===== config.mk =====
export PLATFORM = sky130hd
export DESIGN_NAME = lzd_seq_64
export DESIGN_NICKNAME = d
export VERILOG_FILES = /design/src/rtl/lzd_seq_64.sv
export SDC_FILE = /design/constraint.sdc
export NUM_CORES = 1
export LEC_CHECK = 0
export ABC_AREA = 1
export ABC_CLOCK_PERIOD_IN_PS = 5150
export CAP_MARGIN = 20
export CORE_MARGIN = 4
export CORE_UTILIZATION = 50
export CTS_CLUSTER_DIAMETER = 100
export DETAILED_ROUTE_END_ITERATION = 12
export GPL_TIMING_DRIVEN = 1
export PLACE_DENSITY = 0.79
export SETUP_SLACK_MARGIN = 0.02
export SLEW_MARGIN = 20
export SYNTH_ARGS = -nofsm -noshare
export SYNTH_HDL_FRONTEND = slang
export SYNTH_HIERARCHICAL = 1
export SYNTH_SLANG_ARGS = --single-unit

===== constraint.sdc =====
create_clock -name clk -period 5.15 [get_ports clk]
set_input_delay 1.03 -clock clk [delete_from_list [all_inputs] [get_ports clk]]
set_output_delay 1.03 -clock clk [all_outputs]
set_load 0.1 [all_outputs]

===== src/rtl/lzd_seq_64.sv =====
// Sequential leading-zero counter: one 16-bit LZD is time-shared across the
// 16-bit chunks of a W-bit word, scanned from the MSB chunk downward.

// Combinational N-bit leading-zero detector; count is only meaningful for a
// nonzero input, the caller detects the all-zero case itself.
module lzd_n #(
  parameter int unsigned N = 16
) (
  input  logic [N-1:0]         i_data,
  output logic [$clog2(N)-1:0] o_count
);
  localparam int unsigned CW = $clog2(N);

  logic w_hit;

  // Priority search from the MSB for the first set bit.
  always_comb begin
    w_hit   = 1'b0;
    o_count = '0;
    for (int i = N - 1; i >= 0; i--) begin
      if (!w_hit && i_data[i]) begin
        o_count = CW'(N - 1 - i);
        w_hit   = 1'b1;
      end
    end
  end
endmodule

module lzd_seq_64 #(
  parameter int unsigned W         = 64,
  parameter int unsigned FIXED_LAT = 0
) (
  input  logic         clk,
  input  logic         rst_n,
  input  logic         in_valid,
  output logic         in_ready,
  input  logic [W-1:0] in_data,
  output logic         out_valid,
  input  logic         out_ready,
  output logic [6:0]   out_count,
  output logic         out_zero
);
  localparam int unsigned NCH = W / 16;

  localparam logic [1:0] IDLE = 2'd0;
  localparam logic [1:0] SCAN = 2'd1;
  localparam logic [1:0] DONE = 2'd2;

  logic [1:0]   r_state;
  logic [1:0]   r_k;
  logic [W-1:0] r_data;
  logic         r_found;
  logic         r_in_ready;
  logic         r_out_valid;
  logic [6:0]   r_out_count;
  logic         r_out_zero;

  logic [W-1:0] w_shifted;
  logic [15:0]  w_chunk;
  logic [3:0]   w_lzd;
  logic         w_nz;
  logic         w_last;
  logic [6:0]   w_cnt;

  // Bring chunk k to the top of the word so a fixed slice selects it.
  always_comb begin
    w_shifted = r_data << {r_k, 4'b0000};
    w_chunk   = w_shifted[W-1 -: 16];
    w_nz      = |w_chunk;
    w_last    = (r_k == 2'(NCH - 1));
    w_cnt     = 7'({r_k, 4'b0000}) + 7'(w_lzd);
  end

  lzd_n #(
    .N (16)
  ) u_lzd (
    .i_data  (w_chunk),
    .o_count (w_lzd)
  );

  // Control FSM and registered outputs.
  always_ff @(posedge clk) begin
    if (!rst_n) begin
      r_state     <= IDLE;
      r_k         <= 2'd0;
      r_data      <= '0;
      r_found     <= 1'b0;
      r_in_ready  <= 1'b1;
      r_out_valid <= 1'b0;
      r_out_count <= 7'd0;
      r_out_zero  <= 1'b0;
    end else begin
      unique case (r_state)
        IDLE: begin
          if (in_valid) begin
            r_data     <= in_data;
            r_k        <= 2'd0;
            r_found    <= 1'b0;
            r_in_ready <= 1'b0;
            r_state    <= SCAN;
          end
        end
        SCAN: begin
          if (FIXED_LAT == 0) begin
            if (w_nz) begin
              r_out_count <= w_cnt;
              r_out_zero  <= 1'b0;
              r_out_valid <= 1'b1;
              r_state     <= DONE;
            end else if (w_last) begin
              r_out_count <= 7'(W);
              r_out_zero  <= 1'b1;
              r_out_valid <= 1'b1;
              r_state     <= DONE;
            end else begin
              r_k <= r_k + 2'd1;
            end
          end else begin
            // Keep the first nonzero chunk's result; later chunks never overwrite it.
            if (w_nz && !r_found) begin
              r_out_count <= w_cnt;
              r_out_zero  <= 1'b0;
              r_found     <= 1'b1;
            end
            if (w_last) begin
              if (!r_found && !w_nz) begin
                r_out_count <= 7'(W);
                r_out_zero  <= 1'b1;
              end
              r_out_valid <= 1'b1;
              r_state     <= DONE;
            end else begin
              r_k <= r_k + 2'd1;
            end
          end
        end
        DONE: begin
          if (out_ready) begin
            r_out_valid <= 1'b0;
            r_in_ready  <= 1'b1;
            r_state     <= IDLE;
          end
        end
        default: begin
          r_state     <= IDLE;
          r_in_ready  <= 1'b1;
          r_out_valid <= 1'b0;
        end
      endcase
    end
  end

  assign in_ready  = r_in_ready;
  assign out_valid = r_out_valid;
  assign out_count = r_out_count;
  assign out_zero  = r_out_zero;
endmodule


==> flow_summary.ini, run 1 <==
[run_status]
outcome = finished clean

[power_and_ir_drop]
finalPower_w = 0.00150
cellLeakagePower_nw = 1.99
ir_drop_mv = 0.155
swShare = 0.297
combinationalPowerShare = 0.212
power.density_nw_per_um2 = 322
power_switching_w = 0.000446
p_int_w = 0.00106
p_clk_frac = 0.341
pwr-share-seq = 0.447

[synthesis]
synthFlopType = dfxtp_1
synth_area_um2 = 3700
ys_top_cells_by_area = dfxtp_1 (42%), nor2_1 (15%), nand2_1 (11%)
synth.most_common_cell = nor2_1
synth_top_area_frac = 0.417
yosys_warnings = 6
synthCells = 552
synth_fp_nets = 621
yosysUniqueCellTypes = 33
synth_area_leader_cell = dfxtp_1
seq_area_frac_synth = 0.417
async_flop_share = 0
ys_seq_elements = 77
synth_area_per_cell_um2 = 6.70
synth_edf_count = 0
netlist_top_cells_count = nor2_1 (146), nand2_1 (109), dfxtp_1 (77)

[clock_tree]
cts_sinks = 77
htree_levels = 3
path_clk_slew_ns = 0.07
cts_tree = yes
post_cts_buffers = 0
cts_root_buf = clkbuf_8
clk_latency_ns = 0.36
numCtsBuffers = 9
clockBufferDepth = 2
hold_buffers = 0
post_cts_resized = 0

[routing]
drt_first_pass_iters = 5
vias_per_cell = 5.03
drtAntennaViolNets = 0
routed_wl_um = 8950
drt-initial-drc-count = 166
num_vias = 3600
wl_per_cell_um = 12.5
route.detailed.drc = 0

[worst_setup_path]
path_max_fanout = 2
critPathRequiredTime_ns = 4.12
crit_type = reg2out
crit_family = buffers and inverters
worst_path_max_delay_cell = clkdlybuf4s50_1
arrival_ns = 1.85
endpoint_kind = output port
path_depth = 1
worst_r2r_path_depth = 17
crit_chain = clkdlybuf4s50_1
worst-path-buf-inv = 1
crit_path_start_kind = register
critical-path-max-stage-delay_ns = 1.14

[sta]
hold_viol = 0
fin_skew_ns = 0.00704
fmax_ghz = 0.348
slew_viol_final = 0
setup_tns_ns = 0
period_minus_slack_ns = 2.88
rsz0062_at_grt = no
maxSlewHeadroom = 0.330
final-setup-viol-count = 0
worst_pin_slew_ns = 1.00
fin_crit_sh = 0.558

[floorplanning]
ios = 78
die_w_um = 94.0
dieArea_um2 = 8840
start_util = 0.513
row_count = 31
die_h_um = 94.0
coreArea_um2 = 7210

[cells_and_area]
area_delta_synth_final_pct = 26.0
drive_gt1_frac = 0.0682
finalNetCount = 680
diodes = 0

[global_routing]
grt_max_degree = 69
grt_overflow = 0
antenna_found_initial = 0
track_usage = 0.216
grt_pass1_vias = 3451
grt_pass1_wl_um = 15300

[placed_design]
port-buffer-count = 77
routabilityCongestion = 0.922
hpwl_um = 6490

[run]
drv_cap = 0

[min_path]
min_path_type = reg2reg
worstHoldPathCells = 2
[power by group through the flow]
| stage | registers [W] | clock network [W] | logic, W |
|---|---|---|---|
| 2_1_floorplan | 0.000698 | 0 | 0.000204 |
| 3_3_place_gp | 0.000682 | 0 | 0.000310 |
| 3_5_place_dp | 0.000685 | 0 | 0.000318 |
| 4_1_cts | 0.000671 | 0.000516 | 0.000320 |
| 5_1_grt | 0.000677 | 0.000546 | 0.000361 |
| 6_report | 0.000671 | 0.000511 | 0.000319 |
[worst paths after layout]
check,start,endpoint,slack [ns]
hold / removal,out_count[6],out_count[6],0.47
hold reg to reg,out_count[6],out_count[6],0.47
setup reg to reg,r_k[0],out_count[2],2.52
setup / recovery,in_ready,in_ready,2.27
[per-stage QoR]
step	hold slack, ns	instance area [um2]	setup WS [ns]	utilization	std cells
after floorplan	0.455	3700	2.75	-	552
after global placement	0.459	4440	2.22	0.615	699
after detailed placement	0.464	4440	2.15	0.615	699
after CTS	0.477	4660	2.26	0.646	715
after global routing	0.499	4660	2.11	0.646	715
final	0.475	4660	2.27	0.646	715
[flip-flops by register name, indices dropped and copies added, names as in the netlist]
register   count
r_data        64
r_state        2
out_count      7
in_ready       1
r_k            2
out_valid      1
[worst reg2reg max path, stage by stage, from the launching register on]
cell and delay (ns):
dfxtp_1 0.31, buf_4 0.36, inv_4 0.25, nand2_1 0.12, nand3_1 0.09, nand2_1 0.11
inv_1 0.06, nor2_2 0.17, nand2_1 0.09, nor2_1 0.11, nand4_1 0.12, nor2_1 0.11
nand4_1 0.10, a21oi_1 0.20, nor2_1 0.08, nand2_1 0.08, nand2_1 0.05, a21oi_1 0.14
[cells by family (layout without fill, tap and decap cells)]
group | Yosys count | count (layout) | share of synthesized area
fa+ha+maj | 1 | 1 | 0.00338
simple gates | 319 | 319 | 0.366
flops | 77 | 77 | 0.417
compound gates | 86 | 86 | 0.128
buf+inv | 69 | 133 | 0.0863
[layer usage]
layer	GRT usage	part of all wire
met5	0	0
met4	0.0842	0.019
met3	0.0457	0.053
met2	0.354	0.47
met1	0.278	0.46
[cell usage in the layout (no fill, tap or decap), drive strengths merged]
master | netlist | final
nor3 | 2 | 2
clkdlybuf4s50 | 0 | 77
clkinv | 0 | 3
clkbuf | 17 | 10
buf | 15 | 3
o221ai | 1 | 1
nand3 | 43 | 43
nand4 | 5 | 5
ha | 1 | 1
and3 | 1 | 1
a41oi | 1 | 1
o21ai | 67 | 67
bufinv | 0 | 2
a21oi | 13 | 13
nand2 | 114 | 114
nor2 | 154 | 154
clkinvlp | 0 | 1
a211oi | 1 | 1
a41o | 1 | 1
inv | 37 | 37
o211ai | 2 | 2
dfxtp | 77 | 77
[cell type report]
cell class                      count  area (um2)
Multi-Input combinational cell    406        1840
Clock buffer                       10         138
Sequential cell                    77        1540
Fill cell                         680        2550
Inverter                           37         141
Clock inverter                      6        86.3
Tap cell                           99         124
Timing Repair Buffer               80         793
Note: power is estimated with default switching activity, not from simulation.
==> run 2, diff against run 1 <==
- ABC_CLOCK_PERIOD_IN_PS: 5150 -> 2700
- clock period: 5.15 -> 2.7 ns (I/O delays scaled with it)
==> run 2 against run 1 <==
Compared with the run above: count of clock-buffer cells in the layout shrank 1; routed wire length grew 1.9%; largest cell class unchanged; die area unchanged; critical path type is now reg2reg.
==> flow_summary.ini, run 2 (synthesis gave the netlist of run 1 again) <==
[worst_setup_path]
worst_path_max_delay_cell = dfxtp_1
critical-path-max-stage-delay_ns = 0.72
crit_path_start_kind = register
crit_family = simple AND/OR/NAND/NOR gates
r2r_slack_ns = 0.35
worst-path-buf-inv = 1
critPathRequiredTime_ns = 2.99
r2r-start = r_k[1]
endpoint_kind = register
crit_chain = nand3_1, nand2_1, inv_1, nor2_2, nand2_1, nor2_1, nand4_1, nor2_1, nand4_1, a21oi_1, nor2_1, nand2_1, nand2_1, a21oi_1
worst_r2r_path_depth = 14
crit_type = reg2reg
path_max_fanout = 16
r2r-end = out_count[2]
arrival_ns = 2.64
cp_common_cell = nand2_1

[placed_design]
port-buffer-count = 77
hpwl_um = 7010
routabilityCongestion = 0.958

[global_routing]
track_usage = 0.218
grt_overflow = 0
grt_pass1_wl_um = 15300
grt_pass1_vias = 3487
antenna_found_initial = 0
grt_max_degree = 53

[floorplanning]
start_util = 0.513
die_h_um = 94.0
dieArea_um2 = 8840
row_count = 31
die_w_um = 94.0
coreArea_um2 = 7210
ios = 78

[sta]
fin_crit_sh = 0.871
maxSlewHeadroom = 0.587
worst_pin_slew_ns = 0.618
period_minus_slack_ns = 2.35
final-setup-viol-count = 0
hold_viol = 0
setup_tns_ns = 0
fmax_ghz = 0.425
slew_viol_final = 0
fin_skew_ns = 0.00929
rsz0062_at_grt = no

[power_and_ir_drop]
power.density_nw_per_um2 = 610
cellLeakagePower_nw = 2.05
finalPower_w = 0.00287
ir_drop_mv = 0.334

[routing]
wl_per_cell_um = 12.7
drt_first_pass_iters = 5
vias_per_cell = 5.06
routed_wl_um = 9120
num_vias = 3646
drtAntennaViolNets = 0
route.detailed.drc = 0
drt-initial-drc-count = 192

[clock_tree]
htree_levels = 3
path_clk_slew_ns = 0.08
cts_sinks = 77
clk_latency_ns = 0.36
cts_root_buf = clkbuf_8
clockBufferDepth = 2
numCtsBuffers = 9
cts_tree = yes

[cells_and_area]
diodes = 0
drive_gt1_frac = 0.0918
final_cell_mix = nor2_1 (146), nand2_1 (109), dfxtp_1 (77)
largest_reg_flops = 64
area_delta_synth_final_pct = 27.1
finalNetCount = 685
mostFrequentLayoutCell = nor2_1
regMostFlops = r_data
nFillCells = 681

[run]
drv_cap = 0

[run_status]
outcome = finished clean

[min_path]
whs_endpoint = out_valid
worstHoldPathCells = 2
min-delay-start = out_valid
min_path_type = reg2reg
==> run 2: cell type report <==
cell class,instances,area (um2),share of cell area
inverter,37,144,0.0306
clock inverter,7,98.8,0.0210
tap,99,124,0.0264
sequential,77,1540,0.328
clock buffer,9,124,0.0264
timing repair buffer,85,831,0.177
multi-input combinational,406,1840,0.391
==> run 2: where the power goes <==
| part | total [W] | switching (W) | internal [W] |
|---|---|---|---|
| combinational | 0.000619 | 0.000368 | 0.000251 |
| clock | 0.000968 | 0.000443 | 0.000524 |
| sequential | 0.00128 | 0.0000566 | 0.00123 |
| total | 0.00287 | 0.000868 | 0.00200 |
==> run 2: worst max-delay path by stage <==
stage / slack [ns] / depth (start not counted) / start / endpoint
4_1_cts: 0.37 / 15 / r_k[1] / out_count[2]
6_report: 0.35 / 14 / r_k[1] / out_count[2]
3_3_place_gp: 0.50 / 15 / r_k[1] / out_count[3]
5_1_grt: 0.04 / 14 / r_k[1] / out_count[3]
2_1_floorplan: 0.71 / 17 / r_k[1] / out_count[2]
3_5_place_dp: 0.41 / 15 / r_k[1] / out_count[1]
==> run 2: per-stage QoR <==
step | instances | util | worst slack (ns) | hold slack, ns | area (um2)
6_report | 720 | 0.652 | 0.348 | 0.476 | 4700
5_1_grt | 720 | 0.652 | 0.0362 | 0.495 | 4700
4_1_cts | 720 | 0.651 | 0.371 | 0.479 | 4700
3_5_place_dp | 704 | 0.620 | 0.408 | 0.464 | 4480
3_3_place_gp | 704 | 0.620 | 0.503 | 0.462 | 4480
2_1_floorplan | 552 | - | 0.713 | 0.455 | 3700
==> run 2: worst register-to-register path, stage by stage (launching register included) <==
cell and delay, ns:
dfxtp_1 0.72, nand3_1 0.16, nand2_1 0.11, inv_1 0.06, nor2_2 0.18, nand2_1 0.10, nor2_1 0.10, nand4_1 0.12
nor2_1 0.12, nand4_1 0.12, a21oi_1 0.20, nor2_1 0.06, nand2_1 0.07, nand2_1 0.05, a21oi_1 0.14
==> run 2: layer usage <==
layer / global-route usage / part of all wire / vias up
li1: - / - / 1882
met1: 0.270 / 0.44 / 1652
met2: 0.364 / 0.48 / 91
met3: 0.0585 / 0.056 / 21
met4: 0.0734 / 0.021 / 0
met5: 0 / 0 / -
==> run 2: what timing repair did <==
item | in CTS | in global routing
gates resized for setup | 0 | 1
hold buffers | 0 | 0
buffers inserted | 0 | 0
hold endpoints to repair | 0 | 0
setup endpoints to repair | 0 | 3
==> run 3, diff against run 2 <==
- ABC_CLOCK_PERIOD_IN_PS: 2700 -> 2900
- CAP_MARGIN: 20 -> 40
- GPL_TIMING_DRIVEN: 1 -> 0
- clock period: 2.7 -> 2.9 ns (I/O delays scaled with it)
==> run 3 against run 2 <==
Compared with the run above: design area increased by 4.6%; clock power is 23% lower; final cell count grew 4.6%; combinational power down 1%; via count grew 3.6%; fmax is 2.0% lower; power shrank 11%; highest routed layer unchanged.
==> flow_summary.ini, run 3 (synthesis gave the netlist of run 1 again) <==
[global_routing]
grt_pass1_vias = 3601
track_usage = 0.236
grt_max_degree = 15
grt_overflow = 0
antenna_found_initial = 0
grt_pass1_wl_um = 16300

[worst_setup_path]
arrival_ns = 2.68
crit_path_start_kind = register
r2r-start = r_k[0]
crit_type = reg2reg
cp-startpoint = r_k[0]
path_max_fanout = 10
critPathRequiredTime_ns = 3.18
endpoint_kind = register

[floorplanning]
coreArea_um2 = 7210
start_util = 0.513
die_h_um = 94.0
row_count = 31
ios = 78
die_w_um = 94.0
dieArea_um2 = 8840

[clock_tree]
cts_sinks = 77
post_cts_resized = 0
htree_levels = 3
clk_latency_ns = 0.35
post_cts_buffers = 0
hold_buffers = 0
path_clk_slew_ns = 0.08
clockBufferDepth = 2
cts_root_buf = clkbuf_8
numCtsBuffers = 9
cts_tree = yes

[power_and_ir_drop]
cellLeakagePower_nw = 2.11
ir_drop_mv = 0.322
p_int_w = 0.00173
p_clk_frac = 0.292
pwr-share-seq = 0.468
finalPower_w = 0.00255
combinationalPowerShare = 0.240
swShare = 0.320
power_switching_w = 0.000817
power.density_nw_per_um2 = 519

[placed_design]
port-buffer-count = 76
place_ws_ns = 0.398
routabilityCongestion = 0.852
hpwl_um = 7810
place_area_um2 = 4730

[cells_and_area]
seq_area_um2 = 1540
multiInputGateArea_um2 = 1840
drive_gt1_frac = 0.0917
area_delta_synth_final_pct = 33.0
nFillCells = 658
final_cell_mix = nor2_1 (146), nand2_1 (109), dfxtp_1 (77)
mostFrequentLayoutCell = nor2_1
final_area_um2 = 4920
largest_reg_flops = 64
finalNetCount = 718
diodes = 0
regMostFlops = r_data

[routing]
wl_per_cell_um = 13.2
drt_first_pass_iters = 5
num_vias = 3779
routed_wl_um = 9970
vias_per_cell = 5.02
route.detailed.drc = 0
drtAntennaViolNets = 0
drt-initial-drc-count = 178

[min_path]
min_path_type = reg2reg
min-delay-start = out_valid

[run]
drv_cap = 0

[sta]
setup_slack_ns = 0.500
setup_tns_ns = 0
hold_viol = 0
fmax_ghz = 0.417
rsz0062_at_grt = no
final-setup-viol-count = 0
holdWs_ns = 0.473
maxSlewHeadroom = 0.571
fin_crit_sh = 0.828
slew_viol_final = 0
fin_skew_ns = 0.0116
worst_pin_slew_ns = 0.643
period_minus_slack_ns = 2.40

[run_status]
outcome = finished clean
run 3: cell count changes in the layout (fill, tap and decap cells not counted), sizes merged:
| cell | change |
|---|---|
| buf | +7 |
| bufinv | -2 |
| clkbuf | +18 |
| clkdlybuf4s50 | +9 |
| clkinvlp | +1 |
run 3: final cells by class:
class,count,area share
Inverter,37,0.0288
Sequential cell,77,0.313
Multi-Input combinational cell,406,0.374
Clock inverter,6,0.00941
Clock buffer,10,0.0280
Tap cell,99,0.0252
Timing Repair Buffer,86,0.185
Buffer,32,0.0361
run 3: metal layers:
metal / part of all wire / global-route usage / vias to the layer above
met5: 0 / 0 / -
met4: 0.022 / 0.0878 / 0
met3: 0.048 / 0.0425 / 17
met2: 0.48 / 0.396 / 107
met1: 0.45 / 0.300 / 1709
li1: - / - / 1946
run 3: path summary, 6_finish.rpt:
check	slack, ns	endpoint	depth (start not counted)
setup / recovery	0.50	out_count[2]	18
hold / removal	0.47	out_valid	2
setup reg to reg	0.50	out_count[2]	18
hold reg to reg	0.47	out_valid	2
run 3: power groups by stage:
stage	Clock, W	Combinational (W)	Sequential (W)
floorplan	0	0.000362	0.00124
global placement	0	0.000578	0.00121
detailed placement	0	0.000610	0.00122
CTS	0.000755	0.000613	0.00119
global route	0.000797	0.000687	0.00120
finish	0.000744	0.000613	0.00119
run 3: per-stage QoR:
step | std cells | util
2_1_floorplan | 552 | -
3_3_place_gp | 727 | 0.635
3_5_place_dp | 737 | 0.656
4_1_cts | 753 | 0.682
5_1_grt | 753 | 0.682
6_report | 753 | 0.682
run 3: critical path, stage by stage (launching register included):
cell and delay (ns):
dfxtp_1 0.38, buf_6 0.16, inv_4 0.06, buf_6 0.14, nand2_1 0.06, nand3_1 0.12
nand2_1 0.13, inv_1 0.07, nor2_2 0.16, nand3_2 0.12, nor2_4 0.14, nand4_4 0.11
nor2_4 0.13, nand4_2 0.11, nor2_2 0.11, o21ai_2 0.08, nand2_1 0.06, nand2_1 0.05
a21oi_1 0.15
==> RTL edit 1, RTL diff (flow settings as in run 2) <==
The parameter `FIXED_LAT` goes from 0 to 1.
--- a/src/rtl/lzd_seq_64.sv
+++ b/src/rtl/lzd_seq_64.sv
@@ -29,5 +29,5 @@
 module lzd_seq_64 #(
   parameter int unsigned W         = 64,
-  parameter int unsigned FIXED_LAT = 0
+  parameter int unsigned FIXED_LAT = 1
 ) (
   input  logic         clk,
Function: changed (Yosys sat finds a counterexample within 4 cycles, from zero or initial values and one cycle with rst_n low).
==> RTL edit 1 against run 2 <==
Sequential cell count increased by 2; setup slack better by 63 ps; clock skew up 4.0 ps; sequential share of layout area up 0.38 points; cell area increased by 1.4%; non-clock buffer count fell by 1; total power is 6.9% higher; worst hold slack worse by 26 ps; synthesized area is 2.9% higher; wire length increased by 6.7%; global-route usage is 0.29 points higher; critical path type unchanged; highest routed layer unchanged.
==> RTL edit 1: results (changes against run 2) <==
CTS
  – H-tree depth reported by CTS: 3 (unchanged)
  – Post-CTS setup buffers: 0 (unchanged)
  – Root buf cell: clkbuf_8
  – Post_cts resized: 0 (unchanged)

Logic synthesis
  – Distinct cell type count after synthesis: 32 (-3.0%)
  – Adder-Cell Fraction of Synth Area: 0.3288% (-0.0095 points)
  – Synthesized flop and latch total: 79 (+2.6%)
  – Syn avg cell area: 6.560 um^2 (-2.1%)
  – Net Count, Synth: 649 (+4.5%)
  – Synth Area in Compound Gates: 12.53% (-0.26 points)
  – Post-Synth XOR/XNOR Area: 0% (unchanged)
  – Post-synthesis sequential area ratio: 41.57% (-0.11 points)
  – Synth top cells by count: 152 x nor2_1, 115 x nand2_1, 79 x dfxtp_1
  – Synth top area cells: dfxtp_1 42%, nor2_1 15%, nand2_1 11%
  – Ys flop type: dfxtp_1

Placed design
  – Area after DPL: 4557 um^2 (+1.8%)
  – Placed Cells: 732 (+4.0%)
  – Count of input and output buffers: 77 (unchanged)
  – Hpwl dp: 7198 um (+2.6%)
  – Routability Congestion: 0.8913 (-7.0%)

Power and ir drop
  – Leak pwr: 2.103 nW (+2.8%)
  – Net load switching power: 995.2 uW (+15%)
  – Maximum vdd drop: 0.3032 mV (-9.2%)
  – Clk pwr share: 30.8% (-2.9 points)
  – P_comb: 799 uW (+29%)

Worst setup path
  – Reg2reg start: r_k[0]
  – Worst r2r path cells: 18 (+4)
  – CP top delay family: simple AND/OR/NAND/NOR gates
  – CP max stage cell: dfxtp_1
  – Reg2Reg Setup Slack: 410 ps (+60 ps)
  – Slowest stage delay, CP: 350 ps (-370 ps)
  – Arr. time, crit path: 2570 ps (-70 ps)
  – Worst-path fanout max: 23 (+7)
  – RR Endpoint: out_count[1]

Final layout
  – Count of non-CTS inverters in the layout: 50 (+35%)
  – Data buffer area share: 16.64% (-1.0 points)
  – Multi-input gate share of total cell area: 39.13% (about the same)
  – Antenna diode count: 0 (unchanged)
  – Total Nets Final: 713 (+4.1%)
  – Share of cells above drive strength 1: 7.870% (-1.3 points)
  – Seq area share: 33.18% (+0.38 points)
  – Filler cells: 660 (-3.1%)
  – Multi-input comb cells: 420 (+3.4%)
  – Final instance area: 4767 um^2 (+1.4%)
  – Non-clock buffers: 84 (-1.2%)
  – Layout clock area frac: 4.409% (-0.33 points)

GRT
  – First-pass GRT wire length: 15770 um (+2.9%)
  – GRT Overall Usage: 22.07% (+0.29 points)
  – Largest net degree at the start of global routing: 67 (+26%)
  – Vias in the first global route: 3492 (+0.14%)

Run status
  – Status: complete, no violations

Drt
  – Initial drt markers: 154 (-20%)
  – Via count: 3776 (+3.6%)
  – Overall routed net length: 9734 um (+6.7%)
  – WL/cell: 13.03 um (+2.8%)
  – 1st-pass router iterations: 4 (-1)

Hold path
  – Hold depth: 2 (unchanged)

Timing
  – Hold_ws: 449.9 ps (-25.78 ps)
  – Slew @ Worst Pin: 497.6 ps (-120.4 ps)
  – Clock skew: 13.25 ps (+3.958 ps)
[RTL edit 1: changes by cell type in the layout (fill, tap and decap cells not counted), sizes merged, moves of 2 or more]
cell,delta
inv,+10
nand2,+4
nand3,+6
dfxtp,+2
nor2,+3
o21ai,+2
clkinv,+2
o211ai,-2
[RTL edit 1: stage by stage]
stage	setup slack, ps	power (mW)
after CTS	425.2	3.074
after global placement	519.6	2.131
final	411.0	3.068
after global routing	67.57	3.235
after floorplan	624.9	1.916
after detailed placement	447.3	2.146
[RTL edit 1: how the worst max path moves through the flow]
| stage | start | endpoint | slack [ps] | cells past startpoint |
|---|---|---|---|---|
| finish | r_k[0] | out_count[1] | 410 | 18 |
| detailed placement | r_k[0] | out_count[1] | 450 | 18 |
| global placement | r_k[0] | out_count[1] | 520 | 18 |
| floorplan | r_k[0] | out_count[2] | 620 | 20 |
| CTS | r_k[0] | out_count[1] | 430 | 18 |
| global route | r_k[0] | out_count[2] | 70 | 18 |
[RTL edit 1: worst reg2reg max path, cell delays in order, from the launching register on]
cell and delay, ps:
dfxtp_1 350, buf_4 220, nand2_1 90, nand3_1 90, nand2_1 110, inv_1 60
nor2_2 130, nand3_2 130, nor2_4 150, nand4_4 100, nor2_4 120, nand4_2 100
nor2_2 110, o21ai_2 80, nand2_1 70, inv_1 40, nand3_1 70, nand3_1 80
a21oi_1 120
[RTL edit 1: routing by layer]
metal | vias up | wire length [um] | GRT usage (%)
li1 | 1960 | - | -
met1 | 1723 | 4376 | 28.04
met2 | 81 | 4824 | 37.73
met3 | 12 | 421 | 4.499
met4 | 0 | 112 | 6.370
met5 | - | 0 | 0
==> RTL edit 2, RTL diff (config.mk and constraints of run 2) <==
Without the edit above. Put one more register stage on the output `out_count`. The value now appears one clock later. The other outputs are not delayed to match.
--- a/src/rtl/lzd_seq_64.sv
+++ b/src/rtl/lzd_seq_64.sv
@@ -153,5 +153,7 @@
   assign in_ready  = r_in_ready;
   assign out_valid = r_out_valid;
-  assign out_count = r_out_count;
+  always_ff @(posedge clk) begin
+    out_count <= r_out_count;
+  end
   assign out_zero  = r_out_zero;
 endmodule
Check against the original RTL: not equivalent (Yosys sat finds a counterexample within 4 cycles, from zero or initial values and one cycle with rst_n low).
==> RTL edit 2 against run 2 <==
Combinational power about the same; total power grew 0.94%; wire length is 2.5% higher; non-clock buffer count shrank 2; critical path depth grew 2; synthesized area increased by 2.7%; cell area is 1.9% higher; setup slack got worse by 28 ps; highest routed layer unchanged; critical endpoint is now r_out_count[3]; first-iteration DRC count decreased by 45%; final cell count grew 0.69%; sequential cell count increased by 7.
==> RTL edit 2: results (changes against run 2) <==
Run status
  – Status: complete, no violations

Timing
  – Fin crit share: 88.15% (+1.0 points)
  – Clock skew: 12.41 ps (+3.126 ps)

Drt
  – Initial drt markers: 105 (-45%)
  – Met1 WL: 4106 um (+2.6%)
  – Met2 WL post-DR: 4367 um (-1.2%)
  – Met3 Routed Length: 644 um (+26%)

GRT
  – Largest net degree at the start of global routing: 68 (+28%)
  – Met3 Usage GRT: 4.025% (-1.8 points)
  – Met2 Use GR: 35.45% (-0.98 points)
  – GRT Overall Usage: 21.60% (-0.18 points)
  – Met1 Use GR: 27.99% (+0.97 points)
  – First-pass GRT wire length: 15500 um (+1.1%)

Hold path
  – Hold depth: 0 (-2)
  – Hold path endpoint: out_count[2]
  – Hold Startpoint: r_out_count[2]

Final layout
  – Fin cells: 725 (+0.69%)

Worst setup path
  – Critical path destination: r_out_count[3]
  – Critical Path Source: r_k[0]
  – Worst r2r path cells: 16 (+2)
  – Reg2Reg Setup Slack: 320 ps (-30 ps)
  – Slowest stage delay, CP: 510 ps (-210 ps)
  – Reg2reg start: r_k[0]

Placed design
  – DP Worst Slack: 414.7 ps (+7.237 ps)
  – Area after DPL: 4589 um^2 (+2.5%)
  – Placed Cells: 709 (+0.71%)
  – Routability Congestion: 0.9901 (+3.3%)

Logic synthesis
  – Net Count, Synth: 627 (+0.97%)
  – Synth top area cells: dfxtp_1 44%, nor2_1 14%, nand2_1 11%
  – Distinct cell type count after synthesis: 31 (-6.1%)

Power and ir drop
  – Maximum vdd drop: 0.2808 mV (-16%)
-- RTL edit 2: logic make-up (layout without fill, tap and decap cells) --
family	after synthesis	in the layout	share of synthesized area [%]
buf+inv	68	136	8.034
flops	84	84	44.25
compound gates	86	86	12.05
fa+ha+maj	1	1	0.3292
simple gates	319	319	35.33
-- RTL edit 2: worst register-to-register path, delay by kind of cell, from the launching register on --
kind,cells,cell delay [ps]
compound gates,2,350
simple gates,12,1190
buf+inv,2,260
flops,1,510
-- RTL edit 2: final cells by class --
type                    instances  area [um^2]
repair buffers                 83        828.3
clock inverters                 7        75.07
fillers                       658         2542
well taps                      99        123.9
inverters                      37        142.6
flip-flops and latches         84         1682
clock buffers                   9        123.9
multi-input cells             406         1813
-- RTL edit 2: power breakdown --
part / switching [mW] / internal [mW] / total (mW)
clock network: 0.457 / 0.430 / 0.887
logic: 0.370 / 0.249 / 0.619
registers: 0.0562 / 1.33 / 1.39
total: 0.884 / 2.01 / 2.90
